**src/rtl/scytale_encryption.sv**
```systemverilog
// Scytale transposition encryptor: buffers a row-major plaintext frame, then on
// the start token emits it column by column using the sampled key_N x key_M grid.
module scytale_encryption #(
  parameter int                  D_WIDTH                = 8,
  parameter int                  KEY_WIDTH              = 8,
  parameter int                  MAX_NOF_CHARS          = 50,
  parameter logic [D_WIDTH-1:0]  START_ENCRYPTION_TOKEN = 8'hFA
) (
  input  logic                 clk,
  input  logic                 rst_n,
  input  logic [D_WIDTH-1:0]   data_i,
  input  logic                 valid_i,
  input  logic [KEY_WIDTH-1:0] key_N,
  input  logic [KEY_WIDTH-1:0] key_M,
  output logic [D_WIDTH-1:0]   data_o,
  output logic                 valid_o,
  output logic                 busy
);

  localparam int CNT_W  = $clog2(MAX_NOF_CHARS + 1);
  localparam int PROD_W = 2 * KEY_WIDTH;

  typedef enum logic {LOAD, EMIT} state_t;

  state_t               state_q, state_d;
  logic [D_WIDTH-1:0]   buf_q [MAX_NOF_CHARS];
  logic [CNT_W-1:0]     count_q;
  logic [KEY_WIDTH-1:0] n_q, m_q;
  logic [KEY_WIDTH-1:0] row_q, col_q;
  logic                 last_q;

  logic [PROD_W-1:0]    key_prod;
  logic [PROD_W-1:0]    rd_idx;
  logic [D_WIDTH-1:0]   rd_data;
  logic                 keys_ok;
  logic                 token_hit;
  logic                 buf_full;
  logic                 row_last;
  logic                 col_last;

  // Product is formed at double key width so large keys cannot wrap into range.
  assign key_prod  = PROD_W'(key_N) * PROD_W'(key_M);
  assign keys_ok   = (key_N != '0) && (key_M != '0) &&
                     (key_prod <= PROD_W'(MAX_NOF_CHARS));
  assign token_hit = (data_i == START_ENCRYPTION_TOKEN);
  assign buf_full  = (count_q == CNT_W'(MAX_NOF_CHARS));
  assign row_last  = (row_q == n_q - KEY_WIDTH'(1));
  assign col_last  = (col_q == m_q - KEY_WIDTH'(1));
  // Plaintext is stored row-major, so grid cell (r, c) lives at r*M + c.
  assign rd_idx    = PROD_W'(row_q) * PROD_W'(m_q) + PROD_W'(col_q);

  // Read mux over the buffer; compare at full index width to avoid truncation.
  always_comb begin
    rd_data = '0;
    for (int i = 0; i < MAX_NOF_CHARS; i++) begin
      if (rd_idx == PROD_W'(i)) rd_data = buf_q[i];
    end
  end

  // State register.
  always_ff @(posedge clk or negedge rst_n) begin
    if (!rst_n) state_q <= LOAD;
    else        state_q <= state_d;
  end

  // Next-state logic: leave LOAD only on an acceptable token, leave EMIT after the drain cycle.
  always_comb begin
    state_d = state_q;
    case (state_q)
      LOAD:    if (valid_i && token_hit && keys_ok) state_d = EMIT;
      EMIT:    if (last_q) state_d = LOAD;
      default: state_d = LOAD;
    endcase
  end

  // Buffer fill, key capture, column-major readout and output registers.
  always_ff @(posedge clk or negedge rst_n) begin
    if (!rst_n) begin
      for (int i = 0; i < MAX_NOF_CHARS; i++) buf_q[i] <= '0;
      count_q <= '0;
      n_q     <= '0;
      m_q     <= '0;
      row_q   <= '0;
      col_q   <= '0;
      last_q  <= 1'b0;
      data_o  <= '0;
      valid_o <= 1'b0;
      busy    <= 1'b0;
    end else begin
      case (state_q)
        LOAD: begin
          valid_o <= 1'b0;
          if (valid_i) begin
            if (token_hit) begin
              if (keys_ok) begin
                n_q    <= key_N;
                m_q    <= key_M;
                row_q  <= '0;
                col_q  <= '0;
                last_q <= 1'b0;
                busy   <= 1'b1;
              end else begin
                // Rejected keys abandon the whole frame.
                for (int i = 0; i < MAX_NOF_CHARS; i++) buf_q[i] <= '0;
                count_q <= '0;
              end
            end else if (!buf_full) begin
              for (int i = 0; i < MAX_NOF_CHARS; i++) begin
                if (count_q == CNT_W'(i)) buf_q[i] <= data_i;
              end
              count_q <= count_q + CNT_W'(1);
            end
          end
        end
        EMIT: begin
          if (last_q) begin
            // Drain cycle after the final character: drop flags, wipe the frame.
            valid_o <= 1'b0;
            busy    <= 1'b0;
            last_q  <= 1'b0;
            count_q <= '0;
            for (int i = 0; i < MAX_NOF_CHARS; i++) buf_q[i] <= '0;
          end else begin
            data_o  <= rd_data;
            valid_o <= 1'b1;
            // Rows run fastest, columns outer.
            if (row_last) begin
              row_q <= '0;
              if (col_last) begin
                col_q  <= '0;
                last_q <= 1'b1;
              end else begin
                col_q <= col_q + KEY_WIDTH'(1);
              end
            end else begin
              row_q <= row_q + KEY_WIDTH'(1);
            end
          end
        end
        default: valid_o <= 1'b0;
      endcase
    end
  end

endmodule

```
**config.mk**
```make
export PLATFORM = sky130hd
export DESIGN_NAME = scytale_encryption
export DESIGN_NICKNAME = d
export VERILOG_FILES = /design/src/rtl/scytale_encryption.sv
export SDC_FILE = /design/constraint.sdc
export NUM_CORES = 1
export LEC_CHECK = 0
export BUFFER_PORTS_ARGS = -buffer_cell sky130_fd_sc_hd__buf_2
export CAP_MARGIN = 20
export CORE_ASPECT_RATIO = 1.5
export CORE_MARGIN = 2
export CORE_UTILIZATION = 50
export CTS_BUF_LIST = sky130_fd_sc_hd__clkbuf_8
export DETAILED_ROUTE_END_ITERATION = 8
export PLACE_DENSITY_LB_ADDON = 0.12
export SLEW_MARGIN = 20
export SYNTH_ARGS = -nofsm -noshare
export SYNTH_HDL_FRONTEND = slang
export SYNTH_SLANG_ARGS = --single-unit
```
**constraint.sdc**
```tcl
create_clock -name clk -period 6.3 [get_ports clk]
set_input_delay 0.315 -clock clk [delete_from_list [all_inputs] [get_ports clk]]
set_output_delay 0.315 -clock clk [all_outputs]
set_load 0.05 [all_outputs]
```
==> results.toml, run 1 <==
[pwr]
p_leak_nw = 13.0
ir_drop_uv = 206
p_total_w = 0.00958
power_density_mw_per_mm2 = 312

[die]
dieArea_mm2 = 0.0572
die_y_um = 292
initial_utilization_pct = 50.6
die_w_um = 196
coreArea_mm2 = 0.0547
io_pins = 37
num_rows = 105

[setup_path]
cpLargestDelayFamily = "adder cells"
max_stage_delay_ns = 0.71
cp_common_cell = "fa_1"
end_kind = "flop"
worstPathCellList = "nand2_1 -> fa_1 -> inv_1 -> fa_1 -> inv_1 -> fa_1 -> fa_1 -> inv_1 -> ha_1 -> a21oi_1 -> o221ai_1 -> a21boi_0 -> xor2_1 -> o2111a_1 -> nand2_1 -> o311ai_0 -> a221oi_1 -> o21ai_0"
crit_type = "reg2reg"
required_ns = 6.90
worst-path-max-fanout = 8
r2r_slack_ns = 0.31
cp_data_arrival_time_ns = 6.60
crit_path_start_kind = "flop"
path_buf_inv = 3
critPathSlowestCell = "o311ai_0"

[layout]
nets = 2868
final_common_cell = "dfrtp_1"
layout_common_cells = "450 x dfrtp_1, 250 x nand2_1, 220 x mux2_1, 159 x inv_1, 132 x mux2_2"
drive_gt1_share_pct = 18.2
syn_to_final_growth_pct = 11.1

[clock_network]
cts_buffer_depth = 3
cts_sinks = 450
clock_latency_ns = 0.70
cts.clk_slew.worst_paths_ns = 0.06
postCtsSetupRepairBufs = 0
cts_tree = "built"
cts_inserted_buffers = 73
cts_resized = 0
htree_levels = 3
cts-root-buf = "clkbuf_8"

[yosys]
synth_cells = 2608
synth.cell_area_mm2 = 0.0276
ys_warn_count = 0
synth_enable_flop_cells = 0
seq_area_frac_synth_pct = 40.7
synth-async-reset-ratio_pct = 100
synth-main-ff-cell = "dfrtp_1"
syn_avg_cell_area_um2 = 10.6
yosysUniqueCellTypes = 92
synth_fp_nets = 2795
ys_ff_latch = 450

[global_route]
grt_pass1_wl_mm = 144
grt_start_max_net_pins = 182
grt-ovfl-total = 0
grt_antenna_before_repair = 3
grt_util_all_layers_pct = 33.7
first_global_vias = 22787

[sta]
finalSetupTns_ns = 0
fmax_ghz = 0.167
period_share_pct = 95.1
rsz0062_at_grt = "no"
drv_slew = 0
post-route-min-period_ns = 5.99
final_hold_viol_count = 0
slew_headroom_pct = 23.7
tightest_slew_ns = 1.15
setup-violations-final = 0
skew_ns = 0.0400

[drt]
first_iter_violations = 1861
vias_per_cell = 6.38
ant_nets = 0
detail_route.drc_violations = 0
post_drt_wl_per_cell_um = 27.6
firstDrtPassIters = 5
vias = 21908
wl_mm = 94.7

[run_status]
status = "finished, final reports clean"

[place]
io_buffers = 36
dpl.hpwl_mm = 68.0
gp_congestion = 0.994

[flow_run]
drv_cap = 0

[worst_hold_path]
hold_path.class = "in2reg"
## synth_stat cells, drive strengths merged (6+ instances only)
cell type,instances,area share (%)
nor4b,7,0.29
clkbuf,131,1.8
a21oi,148,4.4
xnor2,28,0.89
a211oi,21,0.62
or3,14,0.32
o31ai,16,0.48
buf,44,0.98
and3,18,0.41
a21boi,6,0.16
a21o,9,0.24
nor4,18,0.48
o211ai,16,0.43
fa,80,5.8
a22o,55,1.7
nand4,19,0.43
mux2,352,14
and2,87,2.0
nand2,250,3.4
ha,80,3.6
a221oi,23,0.73
inv,129,1.8
o221ai,10,0.34
a222oi,8,0.29
nand3,50,0.91
a22oi,27,0.73
o22ai,30,0.68
a31oi,8,0.18
nor3,35,0.63
xor2,14,0.44
o32ai,7,0.25
nor2,125,1.9
dfrtp,450,41
a32oi,6,0.19
nor2b,21,0.48
mux2i,26,0.94
nand2b,10,0.23
o21ai,130,2.4
## worst paths after layout
check,to,startpoint,cells after the start
setup / recovery,data_o[0]$_DFFE_PN0P_,row_q[5]$_DFFE_PN0P_,18
hold / removal,n_q[1]$_DFFE_PN0P_,key_N[1],3
setup reg to reg,data_o[0]$_DFFE_PN0P_,row_q[5]$_DFFE_PN0P_,18
hold reg to reg,buf_q[5]$_DFFE_PN0P_,buf_q[5]$_DFFE_PN0P_,1
max in group asynchronous,buf_q[392]$_DFFE_PN0P_,rst_n,3
min in group asynchronous,buf_q[181]$_DFFE_PN0P_,rst_n,2
## routing by layer
| layer | wire length, µm | global-route usage (%) | part of all wire (%) | vias to the layer above |
|---|---|---|---|---|
| li1 | - | - | - | 9516 |
| met1 | 34700 | 38.6 | 37 | 11120 |
| met5 | 0 | 0 | 0 | - |
| met3 | 5800 | 5.56 | 6.1 | 333 |
| met4 | 8120 | 26.3 | 8.6 | 0 |
| met2 | 46100 | 56.2 | 49 | 939 |
## cells by family (layout without fill, tap and decap cells)
kind of cell | Yosys count | in the layout | synth area share, %
compound gates | 580 | 580 | 15.8
xor+xnor | 42 | 42 | 1.33
fa+ha+maj | 160 | 160 | 9.42
buf+inv | 304 | 433 | 4.51
flops | 450 | 450 | 40.7
mux | 382 | 382 | 15.6
other cells | 0 | 2 | 0
simple gates | 690 | 690 | 12.6
## flip-flops by register name, summed over array words and instances (netlist names)
| register | count |
|---|---|
| busy | 1 |
| state_q | 1 |
| data_o | 8 |
| valid_o | 1 |
| count_q | 6 |
| col_q | 8 |
| row_q | 8 |
| m_q | 8 |
| buf_q | 400 |
| n_q | 8 |
| last_q | 1 |
## through the flow
step,util [%],setup WS [ns],hold WS [ns],cells,cell area (µm²)
final,56.2,0.307,0.0259,3434,30700
after global routing,56.2,0.116,0.0502,3433,30700
after CTS,56.2,0.451,0.00900,3432,30700
after detailed placement,53.3,0.380,0.425,3292,29100
after global placement,53.3,0.415,0.425,3292,29100
after floorplan,-,0.869,0.0194,2608,27600
## final cells by class
cell class | instances | area [µm²]
Inverter | 129 | 484
Antenna cell | 2 | 5.00
Fill cell | 4759 | 24000
Clock inverter | 40 | 228
Multi-Input combinational cell | 1854 | 15300
Timing Repair Buffer | 173 | 1340
Clock buffer | 91 | 1250
Sequential cell | 450 | 11300
Tap cell | 695 | 870
## worst min-delay path: stages
cell and delay, ns:
buf_2 0.17, nand2_1 0.09, o21ai_0 0.08
## repair_timing
item	4_1_cts	5_1_grt
endpoints found under the hold margin	103	0
hold buffers	9	0
setup endpoints to repair	0	0
## power breakdown
group	leakage [nW]	switching [W]	internal (W)
Clock	0.871	0.00128	0.00132
Combinational	6.79	0.00128	0.00118
Sequential	5.33	0.000613	0.00391
Power figures use the tool's default switching activity.
==> run 2: changes to the inputs <==
--- a/config.mk
+++ b/config.mk
@@ -5,13 +5,14 @@
 export SDC_FILE = /design/constraint.sdc
 export NUM_CORES = 1
 export LEC_CHECK = 0
-export BUFFER_PORTS_ARGS = -buffer_cell sky130_fd_sc_hd__buf_2
+export ABC_AREA = 1
 export CAP_MARGIN = 20
 export CORE_ASPECT_RATIO = 1.5
 export CORE_MARGIN = 2
 export CORE_UTILIZATION = 50
 export CTS_BUF_LIST = sky130_fd_sc_hd__clkbuf_8
 export DETAILED_ROUTE_END_ITERATION = 8
+export DONT_BUFFER_PORTS = 1
 export PLACE_DENSITY_LB_ADDON = 0.12
 export SLEW_MARGIN = 20
 export SYNTH_ARGS = -nofsm -noshare
==> run 2 against run 1 <==
Compared with the run above:
- the run now ends with hold timing, setup timing left
- clock power barely moved
- cell count rose by 13%
- synthesized cell count rose by 12%
- worst hold slack got worse by 0.64 ns
- combinational power fell by 23%
- design area fell by 0.90%
- global-route usage fell by 5.6 points
- via count fell by 4.9%
- clock skew fell by 0.0019 ns
- largest power group unchanged
- maximum frequency fell by 22%
- flip-flop and latch count did not move
- die area fell by 6.0%
==> results.toml, run 2 <==
[run_status]
status = "finished with violations"
violations = "hold timing, setup timing"

[place]
io_buffers = 0
dpl.hpwl_mm = 52.7
place_inst = 3714
gp_congestion = 0.916
dpl_worst_slack_ns = -1.58

[layout]
nets = 3335
fill_cells = 4645
syn_to_final_growth_pct = 17.2
largest_reg_flops = 400
top_register = "buf_q"
layout_common_cells = "643 x nand2_1, 441 x dfrtp_1, 359 x inv_1, 310 x mux2_2, 304 x nor2_1"
register_area_mm2 = 0.0113
final_cells = 3877
final_common_cell = "nand2_1"
multi_input_area_mm2 = 0.0133
drive_gt1_share_pct = 25.0

[drt]
first_iter_violations = 1035
firstDrtPassIters = 6
vias = 20829
wl_mm = 72.9
post_drt_wl_per_cell_um = 18.8
ant_nets = 0
detail_route.drc_violations = 0
vias_per_cell = 5.37

[global_route]
grt_antenna_before_repair = 1
grt_util_all_layers_pct = 28.1
grt-ovfl-total = 0
grt_start_max_net_pins = 451
first_global_vias = 22167
grt_pass1_wl_mm = 118

[sta]
fmax_ghz = 0.130
tightest_slew_ns = 1.28
setup_ws_ns = -1.39
period_share_pct = 122
post-route-min-period_ns = 7.69
skew_ns = 0.0381
slew_headroom_pct = 15.0
setup-violations-final = 8
drv_slew = 0
rsz0062_at_grt = "yes"
worst_hold_slack_ns = -0.614
final_hold_viol_count = 450

[yosys]
synth.cell_area_mm2 = 0.0259
synthTopCellsByArea = "dfrtp_1 43%, mux2_2 13%, nand2_1 9.7%"
post-synth-top-count-cell = "nand2_1"
ys_ff_latch = 450
seq_area_frac_synth_pct = 43.4
ys_warn_count = 0
synth_top_area_share_pct = 43.4
yosysUniqueCellTypes = 38
synth_fp_nets = 3104
synth.largest_area_cell = "dfrtp_1"
syn_avg_cell_area_um2 = 8.90
synth-async-reset-ratio_pct = 100
synth_common_cells = "671 x nand2_1, 450 x dfrtp_1, 346 x inv_1, 346 x nor2_1, 310 x mux2_2"
synth_cells = 2917
synth_enable_flop_cells = 0
synth-main-ff-cell = "dfrtp_1"

[setup_path]
crit_path_start_kind = "flop"
cp_data_arrival_time_ns = 8.24
worst-path-max-fanout = 5
end_kind = "flop"
r2r_start = "m_q[7]$_DFFE_PN0P_"
required_ns = 6.85
critPathSlowestCell = "fa_1"
cp-startpoint = "m_q[7]$_DFFE_PN0P_"
max_stage_delay_ns = 0.55
cp_common_cell = "nand4_1"
crit_type = "reg2reg"

[clock_network]
cts_sinks = 450
htree_levels = 3
cts.clk_slew.worst_paths_ns = 0.07
cts_inserted_buffers = 72
cts_tree = "built"
cts_buffer_depth = 3
cts_hold_buffers = 16
cts-root-buf = "clkbuf_8"
clock_latency_ns = 0.66

[flow_run]
drv_cap = 0

[die]
die_w_um = 190
num_rows = 102
initial_utilization_pct = 50.5
die_y_um = 283
dieArea_mm2 = 0.0538
io_pins = 37
coreArea_mm2 = 0.0514

[worst_hold_path]
hold_path.class = "in2async"

[pwr]
ir_drop_uv = 225
power_density_mw_per_mm2 = 287
p_leak_nw = 15.0
==> run 2: cells by family after synthesis <==
| kind of cell | synth area share, % |
|---|---|
| AOI/OAI and AO/OA | 3.82 |
| DFF | 43.4 |
| and+or+nand+nor | 21.1 |
| buffers and inverters | 6.92 |
| adders and majority gates | 10.0 |
| xor gates and xnor gates | 1.32 |
| muxes | 13.5 |
==> run 2: report_power, final <==
group | total [W] | leakage (nW) | switching, W | internal [W]
combinational | 0.00189 | 8.23 | 0.000945 | 0.000950
sequential | 0.00425 | 5.95 | 0.000459 | 0.00379
clock | 0.00260 | 0.840 | 0.00119 | 0.00141
==> run 2: layer usage <==
layer  GRT usage, %  routed length, µm  vias to the layer above
met5              0                  0                        -
met1           31.2              27000                    10181
met4           15.9               4350                        0
li1               -                  -                     9877
met3           3.75               3000                      228
met2           51.3              38500                      543
==> run 2: final cells by class <==
class	count	share of cell area [%]
Sequential cell	450	37.0
Antenna cell	1	0.00823
Timing Repair Buffer	275	7.16
Clock inverter	36	0.823
Multi-Input combinational cell	1998	43.8
Clock buffer	90	4.07
Inverter	351	4.33
Tap cell	676	2.78
==> run 2: what timing repair did <==
item / in CTS / in global routing
buffers inserted: 11 / 9
pin swaps: 111 / 124
endpoints found under the hold margin: 467 / 450
endpoints found under the setup margin: 8 / 8
resized for setup: 91 / 33
==> run 2: worst max-delay path, delay by kind of cell, from the launching register on <==
kind / cells / cell delay [ns]
fa+ha+maj: 5 / 2.43
buf+inv: 5 / 0.39
flops: 1 / 0.41
simple gates: 38 / 4.33
==> run 2: path summary, 6_finish.rpt <==
path,to,slack (ns),cells after the start
max in group asynchronous,buf_q[283]$_DFFE_PN0P_,5.88,0
worst min-delay path,valid_o$_DFF_PN0_,-0.61,0
worst min register to register,buf_q[22]$_DFFE_PN0P_,0.50,1
worst max-delay path,data_o[5]$_DFFE_PN0P_,-1.39,48
worst max register to register,data_o[5]$_DFFE_PN0P_,-1.39,48
min in group clk,m_q[3]$_DFFE_PN0P_,0.07,2
==> run 2: per-stage QoR <==
stage | TNS (ns) | hold WS, ns | total power [W] | utilization [%] | instance area (µm²)
6_report | -9.38 | -0.614 | 0.00874 | 59.2 | 30400
2_1_floorplan | 0 | 0.0194 | 0.00559 | - | 25900
4_1_cts | -9.99 | -0.657 | 0.00883 | 58.8 | 30300
3_5_place_dp | -11.07 | 0.0480 | 0.00617 | 54.8 | 28200
5_1_grt | -13.46 | -0.635 | 0.00929 | 59.2 | 30400
3_3_place_gp | -10.57 | 0.0463 | 0.00605 | 54.8 | 28200
